### config.mk
export PLATFORM = sky130hd
export DESIGN_NAME = change_dispenser_ctrl
export DESIGN_NICKNAME = d
export VERILOG_FILES = /design/src/rtl/vend_pkg.sv /design/src/rtl/coin_tube_counter.sv /design/src/rtl/change_dispenser_ctrl.sv
export SDC_FILE = /design/constraint.sdc
export NUM_CORES = 1
export LEC_CHECK = 0
export ABC_AREA = 1
export ABC_CLOCK_PERIOD_IN_PS = 4800
export CAP_MARGIN = 10
export CORE_ASPECT_RATIO = 0.6
export CORE_UTILIZATION = 30
export DETAILED_ROUTE_END_ITERATION = 10
export PLACE_DENSITY = 0.62
export SLEW_MARGIN = 20
export SYNTH_ARGS = -nofsm -noshare
export SYNTH_HDL_FRONTEND = slang
export SYNTH_SLANG_ARGS = --single-unit
### constraint.sdc
create_clock -name clk -period 4.8 [get_ports clk]
set_input_delay 0.72 -clock clk [delete_from_list [all_inputs] [get_ports clk]]
set_output_delay 0.72 -clock clk [all_outputs]
set_load 0.02 [all_outputs]
### src/rtl/vend_pkg.sv
// Shared types for the vending change path: controller state encoding, tube
// indices and the common money width.
package vend_pkg;

  localparam int MONEY_W = 8;

  typedef logic [MONEY_W-1:0] money_t;

  typedef enum logic [2:0] {
    IDLE    = 3'd0,
    SELECT  = 3'd1,
    EJECT   = 3'd2,
    RELEASE = 3'd3,
    DONE    = 3'd4,
    FAULT   = 3'd5
  } state_t;

  localparam logic [1:0] TUBE_HI  = 2'd0;
  localparam logic [1:0] TUBE_MID = 2'd1;
  localparam logic [1:0] TUBE_LO  = 2'd2;

endpackage

### src/rtl/coin_tube_counter.sv
// Per-tube coin inventory: 4-bit up/down counter that saturates at DEPTH and
// never wraps below zero; a simultaneous inc and dec leaves the count unchanged.
module coin_tube_counter #(
  parameter int DEPTH = 15,
  parameter int INIT  = 8
) (
  input  logic       clk,
  input  logic       rst_n,
  input  logic       inc,
  input  logic       dec,
  output logic [3:0] count
);

  localparam logic [3:0] DEPTH_C = 4'(DEPTH);
  localparam logic [3:0] INIT_C  = 4'(INIT);

  function automatic logic [3:0] sat_step(input logic [3:0] c,
                                          input logic       up,
                                          input logic       dn);
    logic [3:0] r;
    r = c;
    if (up && !dn) begin
      if (c < DEPTH_C) r = c + 4'd1;
    end else if (dn && !up) begin
      if (c != 4'd0) r = c - 4'd1;
    end
    return r;
  endfunction

  always_ff @(posedge clk or negedge rst_n) begin
    if (!rst_n) count <= INIT_C;
    else        count <= sat_step(count, inc, dec);
  end

endmodule

### src/rtl/change_dispenser_ctrl.sv
// Greedy change dispenser: pays out an amount from three coin tubes, one coin
// per 4-phase req/ack handshake. Optional handshake timeout: CHANGE_ACK_TIMEOUT_EN.
module change_dispenser_ctrl
  import vend_pkg::*;
#(
  parameter int DENOM_HI    = 5,
  parameter int DENOM_MID   = 2,
  parameter int DENOM_LO    = 1,
  parameter int TUBE_DEPTH  = 15,
  parameter int INIT_COUNT  = 8,
  parameter int ACK_TIMEOUT = 100000000
) (
  input  logic       clk,
  input  logic       rst_n,
  input  logic       start,
  input  logic [7:0] amount,
  input  logic       eject_ack,
  input  logic       refill_pulse,
  input  logic [1:0] refill_sel,
  output logic       eject_req,
  output logic [1:0] eject_sel,
  output logic       busy,
  output logic       done,
  output logic       short_flag,
  output logic [7:0] remaining,
  output logic [3:0] count_hi,
  output logic [3:0] count_mid,
  output logic [3:0] count_lo,
  output logic       fault
);

  localparam money_t D_HI  = money_t'(DENOM_HI);
  localparam money_t D_MID = money_t'(DENOM_MID);
  localparam money_t D_LO  = money_t'(DENOM_LO);

  state_t     state;
  logic       pick_ok;
  logic [1:0] pick_sel;
  logic       coin_taken;

  function automatic money_t denom_of(input logic [1:0] sel);
    case (sel)
      TUBE_HI:  return D_HI;
      TUBE_MID: return D_MID;
      default:  return D_LO;
    endcase
  endfunction

  // Floor at zero so remaining can never wrap even if a denomination is misconfigured.
  function automatic money_t sub_floor(input money_t a, input money_t b);
    return (a >= b) ? (a - b) : '0;
  endfunction

  always_comb begin
    pick_ok  = 1'b0;
    pick_sel = TUBE_LO;
    if (D_HI <= remaining && count_hi != 4'd0) begin
      pick_ok  = 1'b1;
      pick_sel = TUBE_HI;
    end else if (D_MID <= remaining && count_mid != 4'd0) begin
      pick_ok  = 1'b1;
      pick_sel = TUBE_MID;
    end else if (D_LO <= remaining && count_lo != 4'd0) begin
      pick_ok  = 1'b1;
      pick_sel = TUBE_LO;
    end
  end

  assign coin_taken = (state == EJECT) && eject_ack;

  coin_tube_counter #(.DEPTH(TUBE_DEPTH), .INIT(INIT_COUNT)) u_tube_hi (
    .clk   (clk),
    .rst_n (rst_n),
    .inc   (refill_pulse && refill_sel == TUBE_HI),
    .dec   (coin_taken && eject_sel == TUBE_HI),
    .count (count_hi)
  );

  coin_tube_counter #(.DEPTH(TUBE_DEPTH), .INIT(INIT_COUNT)) u_tube_mid (
    .clk   (clk),
    .rst_n (rst_n),
    .inc   (refill_pulse && refill_sel == TUBE_MID),
    .dec   (coin_taken && eject_sel == TUBE_MID),
    .count (count_mid)
  );

  coin_tube_counter #(.DEPTH(TUBE_DEPTH), .INIT(INIT_COUNT)) u_tube_lo (
    .clk   (clk),
    .rst_n (rst_n),
    .inc   (refill_pulse && refill_sel == TUBE_LO),
    .dec   (coin_taken && eject_sel == TUBE_LO),
    .count (count_lo)
  );

`ifdef CHANGE_ACK_TIMEOUT_EN
  localparam logic [31:0] TO_LAST = 32'(ACK_TIMEOUT - 1);
  logic [31:0] to_cnt;
`else
  // Keeps ACK_TIMEOUT referenced when the timeout logic is compiled out.
  assign fault = 1'b0 && (ACK_TIMEOUT != 0);
`endif

  always_ff @(posedge clk or negedge rst_n) begin
    if (!rst_n) begin
      state      <= IDLE;
      eject_req  <= 1'b0;
      eject_sel  <= 2'd0;
      busy       <= 1'b0;
      done       <= 1'b0;
      short_flag <= 1'b0;
      remaining  <= '0;
`ifdef CHANGE_ACK_TIMEOUT_EN
      to_cnt     <= '0;
      fault      <= 1'b0;
`endif
    end else begin
      done <= 1'b0;
      case (state)
        IDLE: begin
          if (start) begin
            remaining  <= amount;
            short_flag <= 1'b0;
            busy       <= 1'b1;
            state      <= SELECT;
          end
        end
        SELECT: begin
          if (remaining == '0) begin
            done  <= 1'b1;
            state <= DONE;
          end else if (!pick_ok) begin
            short_flag <= 1'b1;
            done       <= 1'b1;
            state      <= DONE;
          end else begin
            eject_sel <= pick_sel;
            eject_req <= 1'b1;
            state     <= EJECT;
`ifdef CHANGE_ACK_TIMEOUT_EN
            to_cnt    <= '0;
`endif
          end
        end
        EJECT: begin
          if (eject_ack) begin
            remaining <= sub_floor(remaining, denom_of(eject_sel));
            eject_req <= 1'b0;
            state     <= RELEASE;
`ifdef CHANGE_ACK_TIMEOUT_EN
            to_cnt    <= '0;
          end else if (to_cnt == TO_LAST) begin
            eject_req <= 1'b0;
            fault     <= 1'b1;
            state     <= FAULT;
          end else begin
            to_cnt    <= to_cnt + 32'd1;
`endif
          end
        end
        RELEASE: begin
          if (!eject_ack) begin
            state <= SELECT;
`ifdef CHANGE_ACK_TIMEOUT_EN
          end else if (to_cnt == TO_LAST) begin
            fault <= 1'b1;
            state <= FAULT;
          end else begin
            to_cnt <= to_cnt + 32'd1;
`endif
          end
        end
        DONE: begin
          busy  <= 1'b0;
          state <= IDLE;
        end
        // Terminal until reset; busy stays high so the host sees the stall.
        FAULT: state <= FAULT;
        default: begin
          eject_req <= 1'b0;
          busy      <= 1'b0;
          state     <= IDLE;
        end
      endcase
    end
  end

endmodule
==> results of run 1 <==
-- cell families after synthesis --
group                    share of synthesized area, %
XOR/XNOR                                         2.88
AND/OR/NAND/NOR                                  36.1
other                                           0.176
buffers and inverters                            9.00
AO/OA/AOI/OAI                                    7.88
flip-flops                                       34.3
adder cells (fa/ha/maj)                          9.65
-- power by group --
part	leakage, nW	switching (mW)	internal, mW
clock	0.0706	0.108	0.190
sequential	0.345	0.163	0.362
combinational	0.920	0.682	0.455
-- critical path: cells and delay by family --
kind	cells	cell delay, ps
and+or+nand+nor	9	930
buffers and inverters	2	730
adders and majority gates	1	290
-- worst max path at each step --
stage | startpoint | to | slack (ps) | cells after the start
floorplan | eject_sel[1]$_DFFE_PN0P_ | remaining[5]$_DFFE_PN0P_ | 2700 | 13
global placement | eject_ack | u_tube_hi.count[3]$_DFFE_PN1P_ | 2160 | 12
detailed placement | eject_ack | u_tube_hi.count[3]$_DFFE_PN1P_ | 2080 | 12
CTS | eject_ack | u_tube_hi.count[3]$_DFFE_PN1P_ | 2360 | 12
global route | eject_ack | u_tube_mid.count[3]$_DFFE_PN1P_ | 2170 | 12
finish | eject_ack | u_tube_hi.count[3]$_DFFE_PN1P_ | 2340 | 12
-- area by class of cell --
type | instances | share of cell area [%]
flip-flops and latches | 29 | 26.4
inverters | 46 | 6.25
clock inverters | 2 | 0.362
repair buffers | 41 | 14.8
clock buffers | 6 | 4.66
multi-input cells | 223 | 43.6
well taps | 87 | 3.94
-- metal layers --
metal	share of wire (%)	up-vias	track usage, %
li1	-	1046	-
met4	0.24	0	2.50
met1	54	938	22.9
met5	0	-	0
met2	41	52	24.0
met3	4.9	2	3.95
-- flip-flops by register name, summed over array words and instances (netlist names) --
| signal | cells |
|---|---|
| busy | 1 |
| done | 1 |
| eject_req | 1 |
| eject_sel | 2 |
| remaining | 8 |
| short_flag | 1 |
| state | 3 |
| u_tube_hi.count | 4 |
| u_tube_lo.count | 4 |
| u_tube_mid.count | 4 |
-- cells in the final DEF, fill, tap and decap left out --
cell type	instances
nand2_4	1
clkinv_2	2
a21o_1	1
clkbuf_16	5
nand2_2	7
a21oi_2	1
nand4_1	12
a21boi_0	1
xor2_1	7
a2bb2oi_1	1
clkdlybuf4s50_1	40
ha_1	10
o21ai_1	2
dfstp_2	3
o21ai_0	12
inv_2	3
o22ai_1	1
nor3_1	1
clkbuf_1	1
dfrtp_1	26
fa_1	4
a21oi_1	8
buf_4	1
nor2_2	5
or2_2	1
conb_1	1
nor2_8	1
a31oi_1	3
inv_1	43
nand2_1	89
nor2_1	28
nor2_4	1
nand3_1	25
==> results.toml, run 1 <==
[worst_hold_path]
worstHoldStart = "busy$_DFFE_PN0P_"
whs_path_depth = 2
holdPathEnd = "busy$_DFFE_PN0P_"
hp-class = "reg -> reg"

[drt]
drt_iter0_drc = 172
postRouteAntennaNets = 0
drtPass1Iterations = 4
vias = 2038
drc_errors = 0
viasPerCell = 4.70
wl_per_cell_um = 12.7
wirelength_um = 5490

[cts]
cts_hold_buffers = 0
cts_root_buffer = "clkbuf_16"
cts_tree = "yes"
post_cts_buffers = 0
clkLatencyLatePin_ps = 270
htree_levels = 2
cts.repair.resized = 0
cts.path.max_buffers = 2
path_clk_slew_ps = 50
cts_sinks = 29
cts_made_buffers = 5

[layout]
seqCellArea_sq_um = 729
final_core_util_pct = 40.9
drive_gt1_share_pct = 8.93
multi_input_area_sq_um = 1210
layout-area-overhead-vs-synth_pct = 29.9
fin_area_sq_um = 2760
fill_cells = 688
instances_no_fill = 434
nNetsFinal = 375
antenna_cells = 0

[floorplanning]
die_w_um = 111
fp.coreArea_sq_um = 6760
die_area_sq_um = 7440
die_y_um = 67.2
num_io_pins = 42
start_util_pct = 31.5
fp-row-count = 23

[logic_synthesis]
synth_ff_type = "dfrtp_1"
synthCells = 300
async_reset_ff_share_pct = 100
netlist_area_sq_um = 2130
synth_common_cells = "89 x nand2_1, 43 x inv_1, 28 x nor2_1"
synth_cell_types = 30
netlist_top_cells_area = "dfrtp_1 31%, nand2_1 16%, inv_1 7.6%, ha_1 5.9%, nand3_1 5.9%"
avgSynthCellArea_sq_um = 7.09
synth_edf_count = 0
yosysTopAreaCellShare_pct = 30.6
ys_warn_count = 0
synth_most_common_cell = "nand2_1"
synth_area_leader_cell = "dfrtp_1"
syn_nets = 329
synth_seq_area_share_pct = 34.3
ys_seq_elements = 29

[global_route]
grt-ovfl-total = 0
grtUsageTotal_pct = 15.8
grt_antenna_before_repair = 0
grt_max_degree = 30
grt_pass1_vias = 1919
grt_pass1_wl_um = 9230

[sta]
layout_setup_ws_ps = 2340
hold_viol = 0
drv_slew = 0
setup_viol = 0
period_share_pct = 51.2
hold_slack_ps = 479
fin_skew_ps = 3.53
period_needed_ps = 2460
max_freq_mhz = 407
fin_tns_setup_ps = 0
rsz0062_at_grt = "no"

[critical_path]
rrSetupSlack_ps = 2580
worstPathRequired_ps = 5000
reg2reg_from = "eject_sel[1]$_DFFE_PN0P_"
cp.arrival_ps = 2660
path_class = "in -> reg"
cp-start-kind = "input port"
cp-end-kind = "flip-flop"
r2r-end = "remaining[5]$_DFFE_PN0P_"
cp_common_cell = "nand2_1"
crit_fanout = 7
ff2ff_path_depth = 13
cp_slowest_stage_delay_ps = 670
slowest_stage = "clkdlybuf4s50_1"
path_cells = "clkdlybuf4s50_1, nand4_1, nand2_1, ha_1, nand2_1, nand2_1, nor2_1, inv_1, nand2_1, nand3_1, nand2_1, nand2_1"

[place]
placedCellCount = 426
place_ws_ps = 2080
dpl.hpwl_um = 4280
io_buffers = 40
place_area_sq_um = 2630
place.gp.congestion = 0.862

[power]
ir_drop_v = 0.000245
p_leak_nw = 1.34
finalPower_mw = 1.96
powerDensity_nw_per_um2 = 709

[run]
cap_violations = 0

[status]
status = "finished clean"
Note: power is estimated with default switching activity, not from simulation.
==> run 2: changes to the inputs <==
Settings changed: ABC_CLOCK_PERIOD_IN_PS 4800 to 2090, PLACE_DENSITY 0.62 to 0.64.
Clock period 4.8 ns to 2.09 ns, I/O delays scaled along.
==> results.toml, run 2 (same netlist as run 1, synthesis figures left out) <==
[status]
status = "finished clean"

[floorplanning]
fp-row-count = 23
die_w_um = 111
die_area_sq_um = 7440
fp.coreArea_sq_um = 6760
die_y_um = 67.2
num_io_pins = 42
start_util_pct = 31.5

[cts]
path_clk_slew_ps = 50
clkLatencyLatePin_ps = 270
cts_root_buffer = "clkbuf_16"
cts_made_buffers = 5
cts_hold_buffers = 0
cts.path.max_buffers = 2
cts_sinks = 29
cts_tree = "yes"
htree_levels = 2

[global_route]
grtUsageTotal_pct = 16.5
grt_pass1_wl_um = 9560
grt_pass1_vias = 1966
grt_max_degree = 30
grt-ovfl-total = 0
grt_antenna_before_repair = 0

[layout]
layout-area-overhead-vs-synth_pct = 41.7
fin_area_sq_um = 3010
instances_no_fill = 458
drive_gt1_share_pct = 18.3
layout_commonest_cell = "nand2_1"
nNetsFinal = 399
antenna_cells = 0
top_register = "remaining"
final_cell_mix = "86 x nand2_1, 42 x inv_1, 39 x clkdlybuf4s50_1, 25 x nor2_1, 25 x buf_4"
largest_register_ffs = 8

[worst_hold_path]
hp-class = "in -> async"

[power]
p_leak_nw = 1.46
powerDensity_nw_per_um2 = 1590
finalPower_mw = 4.81
ir_drop_v = 0.000454

[critical_path]
crit_fanout = 6
reg2reg_from = "state[2]$_DFFE_PN0P_"
r2r-end = "u_tube_mid.count[3]$_DFFE_PN1P_"
worstPathRequired_ps = 2290
ff2ff_path_depth = 14
slowest_stage = "dfrtp_1"
cp_common_cell = "nand2_1"
path_class = "reg -> reg"
cp.arrival_ps = 2230
path_cells = "inv_2, nand2_4, nor2_8, nand4_1, nand2_2, ha_1, nand2_1, nand2_1, nor2_2, inv_1, nand2_1, nand3_1, nand2_1, nand2_1"
cp-start-kind = "flip-flop"
rrSetupSlack_ps = 60
cp_slowest_stage_delay_ps = 400
cp-end-kind = "flip-flop"

[drt]
drtPass1Iterations = 5
wl_per_cell_um = 13.2
drt_iter0_drc = 128
viasPerCell = 4.86
vias = 2228
drc_errors = 0
postRouteAntennaNets = 0
wirelength_um = 6040

[sta]
period_needed_ps = 2030
max_freq_mhz = 492
setup_viol = 0
fin_skew_ps = 4.60
layout_setup_ws_ps = 59.4
period_share_pct = 97.2
drv_slew = 0
hold_slack_ps = 438
hold_viol = 0
rsz0062_at_grt = "yes"

[place]
place_ws_ps = -203
place.gp.congestion = 0.837
place_area_sq_um = 2720
io_buffers = 40
placedCellCount = 439
dpl.hpwl_um = 4430

[run]
cap_violations = 0
## run 2: layer usage
| layer | share of wire [%] | vias up | wire length, um | GRT usage, % |
|---|---|---|---|---|
| met5 | 0 | - | 0 | 0 |
| met4 | 1.3 | 0 | 78 | 5.33 |
| met3 | 5.0 | 8 | 302 | 3.86 |
| met2 | 42 | 58 | 2520 | 23.6 |
| met1 | 52 | 1070 | 3130 | 24.4 |
| li1 | - | 1092 | - | - |
## run 2: through the flow
step | setup TNS [ps] | util, %
3_5_place_dp | -740 | 40.3
3_3_place_gp | -368 | 40.3
5_1_grt | -179 | 44.6
6_report | 0 | 44.6
2_1_floorplan | 0 | -
4_1_cts | 0 | 42.4
## run 2: where the power goes
part | switching (mW) | internal [mW] | leakage [nW]
sequential | 0.369 | 0.833 | 0.342
clock | 0.243 | 0.474 | 0.0712
combinational | 1.66 | 1.23 | 1.05
total | 2.27 | 2.54 | 1.46
## run 2: cell type report
| type | instances | area (sq um) |
|---|---|---|
| Inverter | 46 | 173 |
| Tap cell | 87 | 109 |
| Timing Repair Buffer | 65 | 591 |
| Clock buffer | 8 | 146 |
| Multi-Input combinational cell | 223 | 1260 |
| Fill cell | 674 | 3750 |
| Sequential cell | 29 | 732 |
## run 2: worst max path at each step
| stage | from | endpoint | slack [ps] | cells after the start |
|---|---|---|---|---|
| global route | state[2]$_DFFE_PN0P_ | u_tube_mid.count[3]$_DFFE_PN1P_ | -60 | 14 |
| CTS | state[2]$_DFFE_PN0P_ | u_tube_mid.count[3]$_DFFE_PN1P_ | 20 | 14 |
| detailed placement | eject_ack | u_tube_mid.count[3]$_DFFE_PN1P_ | -200 | 12 |
| global placement | eject_ack | u_tube_hi.count[3]$_DFFE_PN1P_ | -120 | 12 |
| finish | state[2]$_DFFE_PN0P_ | u_tube_mid.count[3]$_DFFE_PN1P_ | 60 | 14 |
| floorplan | eject_sel[1]$_DFFE_PN0P_ | remaining[5]$_DFFE_PN0P_ | 70 | 13 |
## run 2: worst max-delay path, delay by kind of cell (launching register included)
kind / cells / cell delay (ps)
fa+ha+maj: 1 / 270
flops: 1 / 400
buf+inv: 2 / 150
simple gates: 11 / 1130
## run 2: what timing repair did
item / CTS / global route
buffers inserted: 0 / 11
setup endpoints to repair: 0 / 11
resized for setup: 0 / 15
